**config.mk**
```make
export PLATFORM = sky130hd
export DESIGN_NAME = a2o_wb
export DESIGN_NICKNAME = d
export VERILOG_FILES = /design/src/rtl/a2o_wb.sv
export SDC_FILE = /design/constraint.sdc
export NUM_CORES = 1
export LEC_CHECK = 0
export CAP_MARGIN = 20
export CORE_AREA = 10 10 268 270
export CTS_CLUSTER_SIZE = 12
export DETAILED_ROUTE_END_ITERATION = 12
export DIE_AREA = 0 0 278 280
export HOLD_SLACK_MARGIN = 0.06
export PLACE_DENSITY = 0.62
export SLEW_MARGIN = 10
export SYNTH_ARGS = -nofsm -noshare
export SYNTH_HDL_FRONTEND = slang
export SYNTH_SLANG_ARGS = --single-unit
```
**constraint.sdc**
```tcl
create_clock -name clk_1x -period 2.8 [get_ports clk_1x]
set_input_delay 0.56 -clock clk_1x [delete_from_list [all_inputs] [get_ports clk_1x]]
set_output_delay 0.56 -clock clk_1x [all_outputs]
set_load 0.005 [all_outputs]
```
**src/rtl/a2o_wb.sv**
```systemverilog
`default_nettype none
// ============================================================================
// Module      : a2o_wb
// Description : Memory-side bridge for the A2O core node. Takes one 16-byte
//               load/store at a time and routes it either to the 128-bit
//               direct-attach memory port or, at/above IO_BASE, to a 32-bit
//               Wishbone classic master as a single-word I/O access.
// Revision    : 1.0 - initial release
// ============================================================================
module a2o_wb #(
  parameter logic [31:0] IO_BASE    = 32'h8000_0000,
  parameter int unsigned WB_TIMEOUT = 255
) (
  input  logic         clk_1x,
  input  logic         rst_b,
  // core request / response
  input  logic         req_val,
  output logic         req_rdy,
  input  logic         req_wr,
  input  logic [0:31]  req_adr,
  input  logic [0:15]  req_be,
  input  logic [0:127] req_dat,
  output logic         rsp_val,
  output logic [0:127] rsp_dat,
  output logic         rsp_err,
  // direct-attach memory
  output logic [0:31]  mem_adr,
  input  logic [0:127] mem_dat,
  output logic         mem_wr_val,
  output logic [0:15]  mem_wr_be,
  output logic [0:127] mem_wr_dat,
  // Wishbone classic master
  output logic         wb_stb,
  output logic         wb_cyc,
  output logic [31:0]  wb_adr,
  output logic         wb_we,
  output logic [3:0]   wb_sel,
  output logic [31:0]  wb_datw,
  input  logic         wb_ack,
  input  logic [31:0]  wb_datr
);

  localparam int CNT_W = $clog2(WB_TIMEOUT + 1);
  // Last cycle in which an ack is still honoured; an ack here beats timeout.
  localparam logic [CNT_W-1:0] CNT_LAST = CNT_W'(WB_TIMEOUT - 1);

  typedef enum logic [1:0] {
    IDLE = 2'd0,
    MEM  = 2'd1,
    WB   = 2'd2,
    RSP  = 2'd3
  } state_t;

  state_t         state;
  state_t         state_nxt;
  logic           wr_q;
  logic [1:0]     wsel_q;
  logic [0:15]    be_q;
  logic [0:127]   dat_q;
  logic [CNT_W-1:0] cnt;
  logic           accept;
  logic           to_io;
  logic [1:0]     wsel_req;
  logic           sel_zero;
  logic           timeout;
  logic [0:127]   rd_place;

  assign accept   = req_val & rst_b & (state == IDLE);
  assign to_io    = (req_adr >= IO_BASE);
  assign wsel_req = req_adr[28:29];
  // A zero byte-enable nibble for the addressed word means nothing to move.
  assign sel_zero = (req_be[4*wsel_req +: 4] == 4'b0000);
  assign timeout  = (cnt == CNT_LAST);

  assign mem_wr_be  = be_q;
  assign mem_wr_dat = dat_q;

  // State register.
  always_ff @(posedge clk_1x or negedge rst_b) begin
    if (!rst_b) state <= IDLE;
    else        state <= state_nxt;
  end

  // Next-state and per-state strobes; ready is held low while reset is asserted.
  always_comb begin
    state_nxt  = state;
    req_rdy    = 1'b0;
    rsp_val    = 1'b0;
    mem_wr_val = 1'b0;
    case (state)
      IDLE: begin
        req_rdy = rst_b;
        if (accept) begin
          if (!to_io)        state_nxt = MEM;
          else if (sel_zero) state_nxt = RSP;
          else               state_nxt = WB;
        end
      end
      MEM: begin
        mem_wr_val = wr_q;
        state_nxt  = RSP;
      end
      WB: begin
        if (wb_ack || timeout) state_nxt = RSP;
      end
      RSP: begin
        rsp_val   = 1'b1;
        state_nxt = IDLE;
      end
      default: state_nxt = IDLE;
    endcase
  end

  // Steer the 32-bit read word into its big-endian lane of the 128-bit response.
  always_comb begin
    rd_place = '0;
    rd_place[32*wsel_q +: 32] = wb_datr;
  end

  // Request capture, memory/Wishbone drive, timeout counter and response data.
  always_ff @(posedge clk_1x or negedge rst_b) begin
    if (!rst_b) begin
      wr_q    <= 1'b0;
      wsel_q  <= 2'b00;
      be_q    <= '0;
      dat_q   <= '0;
      cnt     <= '0;
      mem_adr <= '0;
      wb_cyc  <= 1'b0;
      wb_stb  <= 1'b0;
      wb_adr  <= '0;
      wb_we   <= 1'b0;
      wb_sel  <= '0;
      wb_datw <= '0;
      rsp_dat <= '0;
      rsp_err <= 1'b0;
    end else begin
      if (accept) begin
        wr_q   <= req_wr;
        wsel_q <= wsel_req;
        be_q   <= req_be;
        dat_q  <= req_dat;
        if (!to_io) begin
          mem_adr <= {req_adr[0:27], 4'b0000};
        end else begin
          wb_adr  <= {req_adr[0:29], 2'b00};
          wb_datw <= req_dat[32*wsel_req +: 32];
          wb_sel  <= req_be[4*wsel_req +: 4];
          wb_we   <= req_wr;
          wb_cyc  <= ~sel_zero;
          wb_stb  <= ~sel_zero;
          cnt     <= '0;
          if (sel_zero) begin
            rsp_dat <= '0;
            rsp_err <= 1'b0;
          end
        end
      end
      if (state == MEM) begin
        rsp_dat <= wr_q ? '0 : mem_dat;
        rsp_err <= 1'b0;
      end
      if (state == WB) begin
        if (wb_ack) begin
          wb_cyc  <= 1'b0;
          wb_stb  <= 1'b0;
          rsp_dat <= wr_q ? '0 : rd_place;
          rsp_err <= 1'b0;
        end else if (timeout) begin
          wb_cyc  <= 1'b0;
          wb_stb  <= 1'b0;
          rsp_dat <= '0;
          rsp_err <= 1'b1;
        end else begin
          cnt <= cnt + 1'b1;
        end
      end
    end
  end

endmodule
`default_nettype wire

```
==> results of run 1 <==
-- cells in the mapped netlist, types with 2 or more instances --
cell type	number	share of area
a221o_1	128	0.079
nor2_1	72	0.017
nor2b_1	2	0.00077
mux2i_1	4	0.0025
a22o_1	2	0.0011
dfrtp_1	383	0.59
inv_1	5	0.0012
nand2b_1	3	0.0012
buf_6	15	0.010
buf_4	6	0.0028
ha_1	7	0.0054
mux2_2	30	0.021
nor3_1	3	0.00092
clkbuf_1	82	0.019
buf_1	8	0.0018
a21oi_1	3	0.00092
nand2_1	677	0.16
and3_1	2	0.00077
mux4_2	36	0.050
nand3_1	8	0.0025
and2_1	65	0.025
o21ai_0	6	0.0018
-- power by group through the flow --
| stage | clock [W] | combinational (W) | sequential, W |
|---|---|---|---|
| finish | 0.00573 | 0.0115 | 0.00955 |
| global route | 0.00613 | 0.0125 | 0.00984 |
| CTS | 0.00590 | 0.0117 | 0.00955 |
| detailed placement | 0 | 0.0116 | 0.00957 |
| global placement | 0 | 0.0115 | 0.00949 |
| floorplan | 0 | 0.00403 | 0.00959 |
-- per-layer routing --
layer  wire length [um]  share of wire
met1              27800           0.38
met2              36500           0.49
met3               7620           0.10
met4               2090          0.028
met5                 14        0.00019
-- registers in the layout, indices dropped and copies added (netlist names), 2 cells and up --
| register | flops |
|---|---|
| mem_wr_dat | 128 |
| rsp_dat | 128 |
| wb_datw | 32 |
| wb_adr | 30 |
| mem_adr | 28 |
| mem_wr_be | 16 |
| cnt | 8 |
| wb_sel | 4 |
| state | 2 |
| wsel_q | 2 |
-- cells by family (layout without fill, tap and decap cells) --
| group | count (synthesis) | after routing | synth area share |
|---|---|---|---|
| DFF | 383 | 383 | 0.589 |
| xor gates and xnor gates | 2 | 2 | 0.00108 |
| adders and majority gates | 7 | 7 | 0.00539 |
| and+or+nand+nor | 841 | 841 | 0.209 |
| muxes | 70 | 70 | 0.0731 |
| buffers and inverters | 116 | 826 | 0.0351 |
| AOI/OAI and AO/OA | 147 | 147 | 0.0867 |
| other | 1 | 13 | 0.000231 |
-- per-stage QoR --
stage               TNS, ps  cell area [um^2]  setup WS, ps
floorplan                 0             16300           456
global placement     -26390             24300          -231
detailed placement   -25950             24300          -247
CTS                       0             25800          62.2
global route              0             25800          47.8
finish                    0             25800           142
-- worst max-delay path, delay by kind of cell, from the launching register on --
kind	cells	cell delay (ps)
AND/OR/NAND/NOR	1	160
flip-flops	1	400
buffers and inverters	2	690
adder cells (fa/ha/maj)	1	300
-- layout by cell type, fill, tap and decap left out, drive strengths merged, types with 2 or more instances in the layout --
| cell | n |
|---|---|
| clkdlybuf4s50 | 708 |
| nand2 | 677 |
| dfrtp | 383 |
| a221o | 128 |
| nor2 | 72 |
| clkbuf | 69 |
| and2 | 65 |
| mux4 | 36 |
| buf | 33 |
| mux2 | 30 |
| clkinv | 8 |
| nand3 | 8 |
| diode | 7 |
| o21ai | 7 |
| ha | 7 |
| conb | 6 |
| inv | 5 |
| mux2i | 4 |
| nand2b | 3 |
| nor3 | 3 |
| a21oi | 3 |
| nor2b | 2 |
| a22o | 2 |
| bufinv | 2 |
| and3 | 2 |
-- layout make-up --
class,count,area (um^2),share of cell area
Antenna cell,7,17.5,0.000679
Timing Repair Buffer,743,7500,0.291
Tap cell,873,1090,0.0423
Multi-Input combinational cell,1073,6190,0.240
Clock buffer,68,1310,0.0508
Sequential cell,383,9580,0.371
Clock inverter,10,100,0.00388
Inverter,5,18.8,0.000727
-- timing repair --
action,4_1_cts,5_1_grt
setup endpoints to repair,0,1
buffers inserted,0,0
gates resized for setup,0,1
endpoints found under the hold margin,36,0
hold buffers,2,0
-- how the worst min path moves through the flow --
stage,from,endpoint,slack (ps)
2_1_floorplan,rst_b,cnt[0]$_DFF_PN0_,260
3_3_place_gp,wb_adr[31]$_DFFE_PN0P_,wb_adr[31]$_DFFE_PN0P_,450
3_5_place_dp,wb_adr[31]$_DFFE_PN0P_,wb_adr[31]$_DFFE_PN0P_,460
4_1_cts,req_adr[29],wsel_q[0]$_DFFE_PN0P_,360
5_1_grt,req_adr[29],wsel_q[0]$_DFFE_PN0P_,370
6_report,req_adr[29],wsel_q[0]$_DFFE_PN0P_,400
==> flow_metrics.env, run 1 <==
export IMPL_outcome="complete, no violations"
export IMPL_path_cells="inv_1 -> ha_1 -> and2_1 -> clkdlybuf4s50_1"
export IMPL_critPathRequiredTime_ps=2240
export IMPL_cp_startpoint="state[1]$_DFFE_PN0P_"
export IMPL_grtUsageMet1=0.203
export IMPL_synth_cell_type_count=42
export IMPL_grt_pass1_vias=15900
export IMPL_hold_viol=0
export IMPL_die_h_um=280
export IMPL_worstSetupStartpointType="register"
export IMPL_powerDensity_nw_per_um2=1040
export IMPL_drt_total_wl_um=74100
export IMPL_finalSetupViolCount=0
export IMPL_clkPwrFrac=0.214
export IMPL_num_vias=14800
export IMPL_pwr_share_seq=0.357
export IMPL_clk_path_buf_depth=3
export IMPL_synth_flop_cell="dfrtp_1"
export IMPL_final_nets=2598
export IMPL_r2r_cells=7
export IMPL_syn_mean_instance_area_um2=10.4
export IMPL_use_met3=0.0749
export IMPL_critPathMaxStageDelay_ps=550
export IMPL_p_leak_nw=11.6
export IMPL_synth_area_um2=16300
export IMPL_row_count=95
export IMPL_cts_tree="built"
export IMPL_power_switching_w=0.00880
export IMPL_fmax_mhz=376
export IMPL_ant_nets=0
export IMPL_synth_seq_cells=383
export IMPL_final_min_clock_period_ps=2660
export IMPL_dp_cells=3074
export IMPL_grt_pass1_wl_um=109000
export IMPL_use_met2=0.317
export IMPL_drtIter0Drc=1049
export IMPL_detail_route_wl_per_cell_um=23.4
export IMPL_critical_path_max_fanout=4
export IMPL_dp_hpwl_um=55800
export IMPL_rsz0062_at_grt="false"
export IMPL_slew_violations=0
export IMPL_combPwrFrac=0.429
export IMPL_port_buffers=711
export IMPL_worstSkewPairLatency_ps=560
export IMPL_whs_path_depth=3
export IMPL_netSwitchingFraction=0.329
export IMPL_busiest_layer="met2"
export IMPL_skew_ps=13.3
export IMPL_worstHoldPathType="in -> reg"
export IMPL_seq_area_frac_synth=0.589
export IMPL_cp_slowest_cell="clkdlybuf4s50_1"
export IMPL_cts_buffers=44
export IMPL_drc=0
export IMPL_totalPowerFinal_w=0.0268
export IMPL_overflow=0
export IMPL_fin_crit_sh=0.949
export IMPL_cts_sinks=383
export IMPL_ys_warn_count=0
export IMPL_synth_enable_flop_cells=0
export IMPL_p_int_w=0.0180
export IMPL_syn_inst=1567
export IMPL_synth_async_reset_ratio=1.00
export IMPL_cts_root_buffer="clkbuf_16"
export IMPL_first_pass_iters=5
export IMPL_initial_core_util=0.244
export IMPL_worstMarginPinSlew_ps=1090
export IMPL_ir_worst_vdd_mv=0.613
export IMPL_grt_max_degree=160
export IMPL_antenna_found_initial=7
export IMPL_utilization=0.388
export IMPL_worstPathArrival_ps=2100
export IMPL_clk_pin_slew_ps=60
export IMPL_area_growth_syn_to_layout_pct=58.8
export IMPL_viasPerCell=4.67
export IMPL_globalplace_congestion=0.857
export IMPL_fillers=6458
export IMPL_drive_gt1_frac=0.0776
export IMPL_h_tree_depth=2
export IMPL_die_w_um=278
export IMPL_endpoint="req_rdy"
export IMPL_maxCapViolCount=0
export IMPL_io_pins=720
export IMPL_coreArea_um2=66600
export IMPL_regToRegSetupSlack_ps=290
export IMPL_end_kind="primary output"
export IMPL_worstSetupPathType="reg -> out"
export IMPL_grt_use_total=0.183
export IMPL_regToRegEndpoint="rsp_dat[117]$_DFF_PN0_"
export IMPL_die_area_um2=77800
export IMPL_max_slew_margin=0.275
export IMPL_r2r_start="cnt[0]$_DFF_PN0_"
export IMPL_final_cells=3162
export IMPL_hold_slack_ps=398
Power figures use the tool's default switching activity.
==> inputs of run 2 (changes only) <==
==> config.mk (replaced) <==
export PLATFORM = sky130hd
export DESIGN_NAME = a2o_wb
export DESIGN_NICKNAME = d
export VERILOG_FILES = /design/src/rtl/a2o_wb.sv
export SDC_FILE = /design/constraint.sdc
export NUM_CORES = 1
export LEC_CHECK = 0
export ABC_AREA = 1
export CAP_MARGIN = 20
export CORE_AREA = 10 10 275 277
export CTS_CLUSTER_SIZE = 12
export DETAILED_ROUTE_END_ITERATION = 12
export DIE_AREA = 0 0 285 287
export HOLD_SLACK_MARGIN = 0.06
export PLACE_DENSITY = 0.62
export SLEW_MARGIN = 20
export SYNTH_ARGS = -nofsm -noshare
export SYNTH_HDL_FRONTEND = slang
export SYNTH_SLANG_ARGS = --single-unit
==> flow_metrics.env, run 2 <==
export IMPL_drtIter0Drc=1148
export IMPL_viasPerCell=4.49
export IMPL_final_cell_mix="nand2_1 (997), clkdlybuf4s50_1 (708), dfrtp_1 (382)"
export IMPL_synth_flop_cell="dfrtp_1"
export IMPL_cts_buffers=47
export IMPL_cts_repair_resized=0
export IMPL_yosysTopAreaCell="dfrtp_1"
export IMPL_synth_enable_flop_cells=0
export IMPL_die_h_um=287
export IMPL_grt_max_degree=173
export IMPL_fin_crit_sh=0.936
export IMPL_hold_viol=0
export IMPL_grt_pass1_vias=17900
export IMPL_clk_pin_slew_ps=50
export IMPL_setup_tns_ps=0
export IMPL_detail_route_wl_per_cell_um=20.6
export IMPL_final_min_clock_period_ps=2620
export IMPL_worstPathArrival_ps=2060
export IMPL_area_growth_syn_to_layout_pct=53.4
export IMPL_netSwitchingFraction=0.371
export IMPL_grt_pass1_wl_um=120000
export IMPL_worstSetupStartpointType="input pin"
export IMPL_ir_worst_vdd_mv=0.552
export IMPL_synth_compound_area_frac=0.121
export IMPL_overflow=0
export IMPL_coreArea_um2=69800
export IMPL_cts_sinks=383
export IMPL_clkPwrFrac=0.201
export IMPL_syn_mean_instance_area_um2=7.59
export IMPL_synth_seq_cells=383
export IMPL_synth_async_reset_ratio=1.00
export IMPL_synth_simple_area_share=0.271
export IMPL_drt_total_wl_um=82100
export IMPL_power_switching_w=0.0109
export IMPL_r2r_cells=12
export IMPL_grt_use_total=0.192
export IMPL_pwr_share_seq=0.326
export IMPL_drive_gt1_frac=0.0443
export IMPL_antenna_found_initial=11
export IMPL_critPathRequiredTime_ps=2240
export IMPL_layout_commonest_cell="nand2_1"
export IMPL_die_area_um2=81800
export IMPL_powerDensity_nw_per_um2=1070
export IMPL_outcome="complete, no violations"
export IMPL_maxCapViolCount=0
export IMPL_critical_path_max_fanout=15
export IMPL_dp_hpwl_um=60000
export IMPL_synth_cell_type_count=28
export IMPL_slew_violations=0
export IMPL_clk_path_buf_depth=3
export IMPL_drc=0
export IMPL_finalSetupViolCount=0
export IMPL_ant_nets=0
export IMPL_max_slew_margin=0.398
export IMPL_initial_core_util=0.258
export IMPL_synth_top_area_share=0.533
export IMPL_synth_top_family_by_area="simple AND/OR/NAND/NOR gates"
export IMPL_fin_area_um2=27600
export IMPL_cts_tree="built"
export IMPL_seq_area_frac_synth=0.533
export IMPL_final_nets=3356
export IMPL_synthTopCellsByArea="dfrtp_1 (53%), nand2_1 (21%), a21oi_1 (5.3%), o21ai_0 (4.8%), nor2_1 (3.7%)"
export IMPL_io_pins=720
export IMPL_combPwrFrac=0.473
export IMPL_place_area_um2=26100
export IMPL_h_tree_depth=2
export IMPL_first_pass_iters=5
export IMPL_synthAdderAreaFrac=0.00487
export IMPL_fmax_mhz=382
export IMPL_rsz0062_at_grt="false"
export IMPL_port_buffers=711
export IMPL_synthXorXnorAreaFrac=0.000487
export IMPL_globalplace_congestion=0.866
export IMPL_worstSetupPathType="in -> out"
export IMPL_worstSkewPairLatency_ps=590
export IMPL_ys_warn_count=0
export IMPL_p_leak_nw=13.2
export IMPL_p_int_w=0.0186
export IMPL_num_vias=17900
export IMPL_yosysMostFrequentCell="nand2_1"
export IMPL_ys_top_cells_by_count="nand2_1 (998), dfrtp_1 (383), a21oi_1 (189)"
export IMPL_worstMarginPinSlew_ps=904
export IMPL_die_w_um=285
export IMPL_synth_area_um2=18000
export IMPL_end_kind="primary output"
export IMPL_cts_setup_buffers=0
export IMPL_whs_path_depth=3
export IMPL_row_count=97
export IMPL_synth_mux_area_frac=0
export IMPL_cts_root_buffer="clkbuf_16"
export IMPL_worstHoldPathType="in -> reg"
export IMPL_syn_inst=2369
export IMPL_skew_ps=15.0
## run 2: cell types whose count changed after synthesis, moves of 19 or more
cell and delta:
a21oi_1 +186, a221o_1 -128, a31oi_1 +30, and2_1 -65
clkbuf_1 +47, inv_1 +109, mux2_2 -30, mux4_2 -36
nand2_1 +321, nand3_1 +74, nor2_1 +105, o21ai_0 +168
o21ai_1 +19
## run 2: power groups by stage
stage / registers [W] / clock network [W] / logic [W]
global placement: 0.00960 / 0 / 0.0141
finish: 0.00964 / 0.00593 / 0.0140
detailed placement: 0.00967 / 0 / 0.0141
floorplan: 0.00975 / 0 / 0.00552
global route: 0.00998 / 0.00635 / 0.0155
CTS: 0.00964 / 0.00613 / 0.0142
## run 2: kinds of logic (layout without fill, tap and decap cells)
logic type | after synthesis | after routing
AND/OR/NAND/NOR | 1264 | 1264
AO/OA/AOI/OAI | 423 | 423
flip-flops | 383 | 383
buffers and inverters | 290 | 961
adder cells (fa/ha/maj) | 7 | 7
other | 1 | 12
XOR/XNOR | 1 | 1
## run 2: per-layer routing
metal	track usage	share of wire	routed length (um)
met1	0.223	0.40	32500
met2	0.318	0.47	38300
met3	0.0751	0.10	8270
met4	0.0691	0.037	3010
met5	0	0.00033	27
## run 2: through the flow
step                       util  cells  hold WS, ps  worst slack, ps  power [W]
after CTS                 0.395   3985          375              131     0.0299
after global placement    0.374   3898          404              221     0.0237
after floorplan               -   2374          264              953     0.0153
final                     0.395   3991          412              180     0.0295
after global routing      0.395   3990          390             56.1     0.0318
after detailed placement  0.374   3898          405              203     0.0238
## run 2: timing repair
item	CTS	global route
hold buffers	1	0
setup endpoints to repair	0	0
endpoints found under the hold margin	21	0
## run 2: critical path, stage by stage
cell and delay [ps]:
dlygate4sd3_1 610, buf_8 200, nand2_1 80, inv_1 50, clkdlybuf4s50_1 530
## run 2: final timing paths
check / slack, ps / start / endpoint
max: 180 / rst_b / req_rdy
min: 410 / req_adr[29] / wsel_q[0]$_DFFE_PN0P_
max reg2reg: 660 / state[0]$_DFFE_PN0P_ / rsp_dat[32]$_DFF_PN0_
min reg2reg: 470 / mem_wr_dat[30]$_DFFE_PN0P_ / mem_wr_dat[30]$_DFFE_PN0P_
max in group asynchronous: 960 / rst_b / rsp_dat[113]$_DFF_PN0_
min in group asynchronous: 450 / rst_b / wr_q$_DFFE_PN0P_
## run 2: layout make-up
cell class	instances	area [um^2]
Fill cell	7150	42200
Antenna cell	6	15.0
Inverter	121	467
Clock buffer	69	1340
Clock inverter	17	138
Sequential cell	383	9590
Tap cell	940	1180
Timing Repair Buffer	754	7650
Multi-Input combinational cell	1701	7200
